`config.mk`:
```
export PLATFORM = sky130hd
export DESIGN_NAME = arm_mc_control
export DESIGN_NICKNAME = d
export VERILOG_FILES = /design/src/rtl/arm_mc_pkg.sv /design/src/rtl/arm_mc_condcheck.sv /design/src/rtl/arm_mc_control.sv
export SDC_FILE = /design/constraint.sdc
export NUM_CORES = 1
export LEC_CHECK = 0
export BUFFER_PORTS_ARGS = -buffer_cell sky130_fd_sc_hd__buf_2
export CAP_MARGIN = 10
export CORE_MARGIN = 2
export CORE_UTILIZATION = 44
export DETAILED_ROUTE_END_ITERATION = 8
export GPL_ROUTABILITY_DRIVEN = 1
export PLACE_DENSITY_LB_ADDON = 0.08
export SYNTH_ARGS = -nofsm -noshare
export SYNTH_HDL_FRONTEND = slang
export SYNTH_SLANG_ARGS = --single-unit
```
`constraint.sdc`:
```
create_clock -name clk -period 2.3 [get_ports clk]
set_input_delay 0.46 -clock clk [delete_from_list [all_inputs] [get_ports clk]]
set_output_delay 0.46 -clock clk [all_outputs]
set_load 0.1 [all_outputs]
```
`src/rtl/arm_mc_pkg.sv`:
```
// Shared encodings for the multi-cycle ARM control unit: FSM states, ALU
// controls, condition codes, instruction field values and datapath mux selects.
package arm_mc_pkg;

  typedef enum logic [3:0] {
    S_FETCH  = 4'd0,
    S_DECODE = 4'd1,
    S_EXECR  = 4'd2,
    S_EXECI  = 4'd3,
    S_ALUWB  = 4'd4,
    S_MEMADR = 4'd5,
    S_MEMRD  = 4'd6,
    S_MEMWB  = 4'd7,
    S_MEMWR  = 4'd8,
    S_BRANCH = 4'd9,
    S_BX     = 4'd10
  } state_t;

  localparam logic [3:0] ALU_ADD = 4'b0100;
  localparam logic [3:0] ALU_SUB = 4'b0010;
  localparam logic [3:0] ALU_AND = 4'b0000;
  localparam logic [3:0] ALU_ORR = 4'b1100;
  localparam logic [3:0] ALU_MOV = 4'b1101;

  localparam logic [3:0] COND_EQ = 4'b0000;
  localparam logic [3:0] COND_NE = 4'b0001;

  localparam logic [1:0] OP_DP  = 2'b00;
  localparam logic [1:0] OP_MEM = 2'b01;
  localparam logic [1:0] OP_BR  = 2'b10;

  localparam logic [3:0] DP_AND = 4'b0000;
  localparam logic [3:0] DP_SUB = 4'b0010;
  localparam logic [3:0] DP_ADD = 4'b0100;
  localparam logic [3:0] DP_CMP = 4'b1010;
  localparam logic [3:0] DP_ORR = 4'b1100;
  localparam logic [3:0] DP_MOV = 4'b1101;

  localparam logic [23:0] BX_PATTERN = 24'h12FFF1;

  localparam logic [1:0] SRCA_REG   = 2'b00;
  localparam logic [1:0] SRCA_PC    = 2'b01;
  localparam logic [1:0] SRCB_REG   = 2'b00;
  localparam logic [1:0] SRCB_IMM   = 2'b01;
  localparam logic [1:0] SRCB_FOUR  = 2'b10;
  localparam logic [1:0] RES_ALUOUT = 2'b00;
  localparam logic [1:0] RES_MEM    = 2'b01;
  localparam logic [1:0] RES_ALU    = 2'b10;

  function automatic logic [3:0] alu_decode(input logic [3:0] opcode);
    case (opcode)
      DP_AND:  return ALU_AND;
      DP_SUB:  return ALU_SUB;
      DP_CMP:  return ALU_SUB;
      DP_ORR:  return ALU_ORR;
      DP_MOV:  return ALU_MOV;
      DP_ADD:  return ALU_ADD;
      default: return ALU_ADD;
    endcase
  endfunction

endpackage

```
`src/rtl/arm_mc_condcheck.sv`:
```
// Z flag register and ARM condition evaluation (EQ/NE tested, all else passes).
import arm_mc_pkg::*;

module arm_mc_condcheck (
  input  logic       clk,
  input  logic       reset,
  input  logic [3:0] cond,
  input  logic       z_we,
  input  logic       zero_flag,
  output logic       cond_pass,
  output logic       z
);

  always_ff @(posedge clk or negedge reset) begin
    if (!reset)    z <= 1'b0;
    else if (z_we) z <= zero_flag;
  end

  always_comb begin
    case (cond)
      COND_EQ: cond_pass = z;
      COND_NE: cond_pass = !z;
      default: cond_pass = 1'b1;
    endcase
  end

endmodule

```
`src/rtl/arm_mc_control.sv`:
```
// Multi-cycle ARM control FSM with memory-wait timeout (bus_err).
// Optional BX support is enabled by defining ARM_MC_BX_EN.
import arm_mc_pkg::*;

module arm_mc_control #(
  parameter int MEM_WAIT_MAX = 15
) (
  input  logic        clk,
  input  logic        reset,
  input  logic [31:0] Instr,
  input  logic        zero_flag,
  input  logic        mem_ready,
  output logic        mem_req,
  output logic        IRWrite,
  output logic        PCWrite,
  output logic        RegWrite,
  output logic        MemWrite,
  output logic        AdrSrc,
  output logic [1:0]  ALUSrcA,
  output logic [1:0]  ALUSrcB,
  output logic [1:0]  ResultSrc,
  output logic [1:0]  ImmSrc,
  output logic [1:0]  RegSrc,
  output logic [3:0]  ALUControl,
  output logic        bus_err,
  output logic [3:0]  state
);

  localparam logic [7:0] WAIT_MAX = 8'(MEM_WAIT_MAX);

  state_t     state_q, state_d;
  logic [7:0] wait_cnt;
  logic       in_wait, timeout, cond_pass, z, z_we;

  logic [1:0] op;
  logic [3:0] opcode, rd;
  logic       imm_i, s_bit, l_bit, link, is_cmp, is_bx, instr_unused;

  assign op           = Instr[27:26];
  assign imm_i        = Instr[25];
  assign opcode       = Instr[24:21];
  assign link         = Instr[24];
  assign s_bit        = Instr[20];
  assign l_bit        = Instr[20];
  assign rd           = Instr[15:12];
  assign is_cmp       = (opcode == DP_CMP);
  assign is_bx        = (Instr[27:4] == BX_PATTERN);
  assign instr_unused = ^Instr[3:0];

  assign ImmSrc = op;
  assign RegSrc = {op == OP_MEM, op == OP_BR};
  assign state  = state_q;

  arm_mc_condcheck u_cond (
    .clk       (clk),
    .reset     (reset),
    .cond      (Instr[31:28]),
    .z_we      (z_we),
    .zero_flag (zero_flag),
    .cond_pass (cond_pass),
    .z         (z)
  );

  assign z_we = (state_q == S_EXECR || state_q == S_EXECI) && (s_bit || is_cmp);

  // Counter holds the number of mem_ready-low cycles already spent in this
  // wait state; a ready in the cycle it equals WAIT_MAX still completes.
  assign in_wait = (state_q == S_FETCH) || (state_q == S_MEMRD) || (state_q == S_MEMWR);
  assign timeout = in_wait && !mem_ready && (wait_cnt == WAIT_MAX);
  assign bus_err = timeout && reset;

  always_ff @(posedge clk or negedge reset) begin
    if (!reset) begin
      state_q  <= S_FETCH;
      wait_cnt <= 8'd0;
    end else begin
      state_q  <= state_d;
      wait_cnt <= (in_wait && !mem_ready && !timeout) ? wait_cnt + 8'd1 : 8'd0;
    end
  end

  always_comb begin
    state_d = state_q;
    case (state_q)
      S_FETCH:  if (!timeout && mem_ready) state_d = S_DECODE;
      S_DECODE: begin
        if (!cond_pass) state_d = S_FETCH;
        // BX encoding lives in the DP opcode space, so it must be caught first
        else if (is_bx) begin
`ifdef ARM_MC_BX_EN
          state_d = S_BX;
`else
          state_d = S_FETCH;
`endif
        end else begin
          case (op)
            OP_DP:   state_d = imm_i ? S_EXECI : S_EXECR;
            OP_MEM:  state_d = S_MEMADR;
            OP_BR:   state_d = S_BRANCH;
            default: state_d = S_FETCH;
          endcase
        end
      end
      S_EXECR,
      S_EXECI:  state_d = S_ALUWB;
      S_ALUWB:  state_d = S_FETCH;
      S_MEMADR: state_d = l_bit ? S_MEMRD : S_MEMWR;
      S_MEMRD:  begin
        if (timeout)        state_d = S_FETCH;
        else if (mem_ready) state_d = S_MEMWB;
      end
      S_MEMWB:  state_d = S_FETCH;
      S_MEMWR:  if (timeout || mem_ready) state_d = S_FETCH;
      S_BRANCH: state_d = S_FETCH;
`ifdef ARM_MC_BX_EN
      S_BX:     state_d = S_FETCH;
`endif
      default:  state_d = S_FETCH;
    endcase
  end

  always_comb begin
    mem_req    = 1'b0;
    IRWrite    = 1'b0;
    PCWrite    = 1'b0;
    RegWrite   = 1'b0;
    MemWrite   = 1'b0;
    AdrSrc     = 1'b0;
    ALUSrcA    = SRCA_REG;
    ALUSrcB    = SRCB_REG;
    ResultSrc  = RES_ALUOUT;
    ALUControl = ALU_ADD;
    case (state_q)
      S_FETCH: begin
        mem_req   = 1'b1;
        ALUSrcA   = SRCA_PC;
        ALUSrcB   = SRCB_FOUR;
        ResultSrc = RES_ALU;
        IRWrite   = mem_ready;
        PCWrite   = mem_ready;
      end
      S_DECODE: begin
        ALUSrcA   = SRCA_PC;
        ALUSrcB   = SRCB_FOUR;
        ResultSrc = RES_ALU;
      end
      S_EXECR:  ALUControl = alu_decode(opcode);
      S_EXECI: begin
        ALUSrcB    = SRCB_IMM;
        ALUControl = alu_decode(opcode);
      end
      S_ALUWB: begin
        RegWrite = !is_cmp;
        PCWrite  = !is_cmp && (rd == 4'd15);
      end
      S_MEMADR: ALUSrcB = SRCB_IMM;
      S_MEMRD: begin
        mem_req = 1'b1;
        AdrSrc  = 1'b1;
      end
      S_MEMWB: begin
        ResultSrc = RES_MEM;
        RegWrite  = 1'b1;
      end
      S_MEMWR: begin
        mem_req  = 1'b1;
        AdrSrc   = 1'b1;
        MemWrite = !timeout;
      end
      S_BRANCH: begin
        ALUSrcB   = SRCB_IMM;
        ResultSrc = RES_ALU;
        PCWrite   = 1'b1;
        RegWrite  = link;
      end
`ifdef ARM_MC_BX_EN
      S_BX: begin
        ALUControl = ALU_MOV;
        ResultSrc  = RES_ALU;
        PCWrite    = 1'b1;
      end
`endif
      default: ;
    endcase
    // Reset kills any in-flight access combinationally, not at the next edge
    if (!reset) begin
      mem_req  = 1'b0;
      IRWrite  = 1'b0;
      PCWrite  = 1'b0;
      RegWrite = 1'b0;
      MemWrite = 1'b0;
    end
  end

endmodule
```
==> results.txt <==
- During placement, the flow inserted port buffers numbering 55.
* Mapped Area: 1080 µm²
- Number of optimization iterations in the first detailed-route pass: 4
- In the global route stage, overall resource usage came out at 0.237.
* Antenna violations before repair: 0
- Dividing total power by cell area gives a power density of between 1000 and 1500 nW/µm².
- Of the synthesized area, sequential elements account for 0.302.
- Simple-gate share of the synthesized area: 0.338
- Number of cells traversed by the worst register-to-register path: 6
- Start of the worst register-to-register path: state[1]
* Number of distinct library cells after synthesis: between 40 and 50
* Setup TNS: -0.00846 ns
- Fin Clk Skew: 0.00365 ns
- Final Slew Violations: 0
* Number of placement rows: 17
* Most common flop cell mapped by yosys: dfrtp_1
- Type of origin of the critical path: flip-flop
- After clock tree synthesis, the clock-pin slew on the worst setup and hold paths is ~0.080 ns.
- After the first detailed-routing iteration, the DRC count stood at 16.
- Post-route setup slack: -0.00846 ns
- Once layout is complete, the utilization of the core stands at 0.760.
- The congestion estimate from routability-driven global placement came to between 0.7 and 0.8.
* Placed cell count: ~210
- Unrepaired setup endpoints after global routing: true
- Entering global routing, the biggest net connects 18 pins.
- Relative to the synthesized area, the layout overhead comes to 59.2%.
* Critical R2R Capture: state[0]
- In the final routed layout, each cell accounts on average for between 10 and 15 µm.
- Counting flops with an async set or reset pin after synthesis yields a share of 1.00.
- Post-route DRC violation count: 0
- TritonCTS created 3 clock buffers.
* XOR/XNOR Fraction of Synth Area: 0.0651
* DIE HEIGHT: roughly 53 µm
- For this run, the top clock speed supported by timing is approximately 0.43 GHz.
- A synthesized cell averages around 8.3 µm².
* Post-Place Worst Slack: approximately 0.14 ns
- Total half-perimeter wirelength after legalization and detailed placement: 2400 µm
* CTS H-tree lvls: 1
* TritonCTS clock tree: yes
- Number of enable flip-flop cells after synthesis: 0
- Die area: roughly 2900 µm²
* Total wire length: between 3000 and 4000 µm
- The flow ran to the end, but the final reports show violations.
* Ratio of cells with drive above 1 in the final layout: 0.500
- The worst hold path belongs to the class primary input to async pin.
- Overall die width: ~53 µm
- Violated checks: negative setup slack
* Most common library cell in the layout ignoring fill and taps: buf_2
* Yosys warnings: 0
- Drt via density: approximately 5.5
- In the layout the commonest cells are buf_2, nor2_1, buf_4, dfrtp_1.
* Number of vias after detailed routing: ~1200
* Total core area: approximately 2300 µm²
- TritonCTS sink count: 13
- Mapped Nets: about 170
* Maximum count of clock buffers along a single path: 2
- Data arrival time at the worst-slack endpoint: roughly 1.9 ns
- Max-cap violations in this run came to 0.
* VDD IR-drop max: between 1 and 1.5 mV
- Post-synthesis adder-cell area fraction: 0.0814
- Overall power consumption after layout is estimated at ~0.0023 W.
- The portion of synthesized area spent on multiplexers is 0.0105.
- During I/O placement, the number of pins put on the boundary was roughly 60.
- Final setup viols: 1
* Antenna violation net count after detailed routing: 0
- Maximum fanout count along the critical path: 6
- Net total in the final layout: between 200 and 250
* GRT overflow: 0
- The area fraction in compound gates after synthesis was 0.144.
- First-pass GRT wire length: between 4000 and 5000 µm
- After synthesis, the largest family of logic cells by area is simple AND/OR/NAND/NOR gates.
- The setup check on the worst reg-to-reg path leaves a slack of 0.27 ns.
- Hold repair after CTS inserted 0 buffers.
* Worst Path Class, Setup: flip-flop to output port
- The number of global-route vias before repair came to about 1200.
* Hold violation count in the final report: 0
- Antenna Cells: 0
- Final cell count without fillers: between 200 and 250
- Crit path capture type: output port
- In this run the static leakage power is just over 0.8 nW.
* Final worst path period share: 1.00
* Count of mapped cells out of synthesis: 129
* Master cell of the clock root buffer: clkbuf_4
- Clock latency on the worst-skew pair, taken at its later pin, is between 0.2 and 0.3 ns.
- Minimum clock period: ~2.3 ns
- Initial cell density of the core: 0.477
- Counting flops and latches in the post-synthesis netlist gives 13.
* Required time of the worst setup path: about 1.8 ns
## critical path: stages, from the launching register on
cell and delay (ns):
dfrtp_4 0.51, or2_1 0.23, a211o_1 0.35, nor2_4 0.14
and2_4 0.17, buf_12 0.16
## metal layers
metal | track usage | routed length [µm]
met5 | 0 | 0
met2 | 0.428 | 1670
met1 | 0.281 | 1290
met3 | 0.0254 | 136
met4 | 0.0983 | 44
## area by class of cell
| cell class | instances | area [µm²] |
|---|---|---|
| Clock buffer | 4 | 26.3 |
| Timing Repair Buffer | 68 | 498 |
| Tap cell | 28 | 35.0 |
| Sequential cell | 13 | 340 |
| Inverter | 5 | 18.8 |
| Fill cell | 176 | 542 |
| Multi-Input combinational cell | 104 | 795 |
## flip-flops by register name, indices dropped and copies added, names as in the netlist
register,count
u_cond.z,1
wait_cnt,8
state,4
## kinds of logic after synthesis
| kind of cell | after synthesis |
|---|---|
| muxes | 1 |
| and+or+nand+nor | 65 |
| adders and majority gates | 7 |
| other | 1 |
| DFF | 13 |
| xor gates and xnor gates | 8 |
| AOI/OAI and AO/OA | 22 |
| buffers and inverters | 12 |
## timing repair
action                     CTS  global route
gates cloned                 0             0
setup endpoints to repair    3             7
setup buffers                5             1
pin swaps                    2             0
resized for setup            2             5
## worst max path at each step
stage	from	to	slack [ns]	cells after the start
4_1_cts	state[2]	bus_err	-0.001	5
5_1_grt	state[2]	bus_err	-0.05	5
3_3_place_gp	Instr[24]	RegWrite	0.13	7
6_report	state[2]	bus_err	-0.008	5
2_1_floorplan	state[3]	RegWrite	-0.14	3
3_5_place_dp	Instr[24]	RegWrite	0.14	7
## where the power goes
part           switching [W]  total (W)  internal, W
Combinational        0.00128    0.00178     0.000504
Clock              0.0000728   0.000140    0.0000671
Sequential         0.0000853   0.000382     0.000297
## per-stage QoR
step / cell area, µm² / hold WS [ns]
detailed placement: 1620 / 0.333
finish: 1710 / 0.0431
global placement: 1620 / 0.326
CTS: 1690 / 0.0373
floorplan: 1180 / 0.164
global route: 1710 / 0.0400
## synthesized netlist by cell type (all sizes together), types with 2 or more instances
master / instances / area share
nand4: 2 / 0.012
nor3: 2 / 0.0093
o211ai: 2 / 0.014
buf: 5 / 0.030
nand3: 5 / 0.023
inv: 5 / 0.017
a21oi: 7 / 0.043
nor2: 18 / 0.063
and3: 6 / 0.035
xor2: 2 / 0.016
clkbuf: 2 / 0.0070
nand4b: 3 / 0.024
nor4: 2 / 0.012
dfrtp: 13 / 0.30
nand2: 8 / 0.028
o21ai: 4 / 0.019
nor2b: 3 / 0.017
xnor2: 6 / 0.049
nand3b: 3 / 0.021
ha: 7 / 0.081
and2: 4 / 0.023
nor3b: 2 / 0.014
Note: power is estimated with default switching activity, not from simulation.
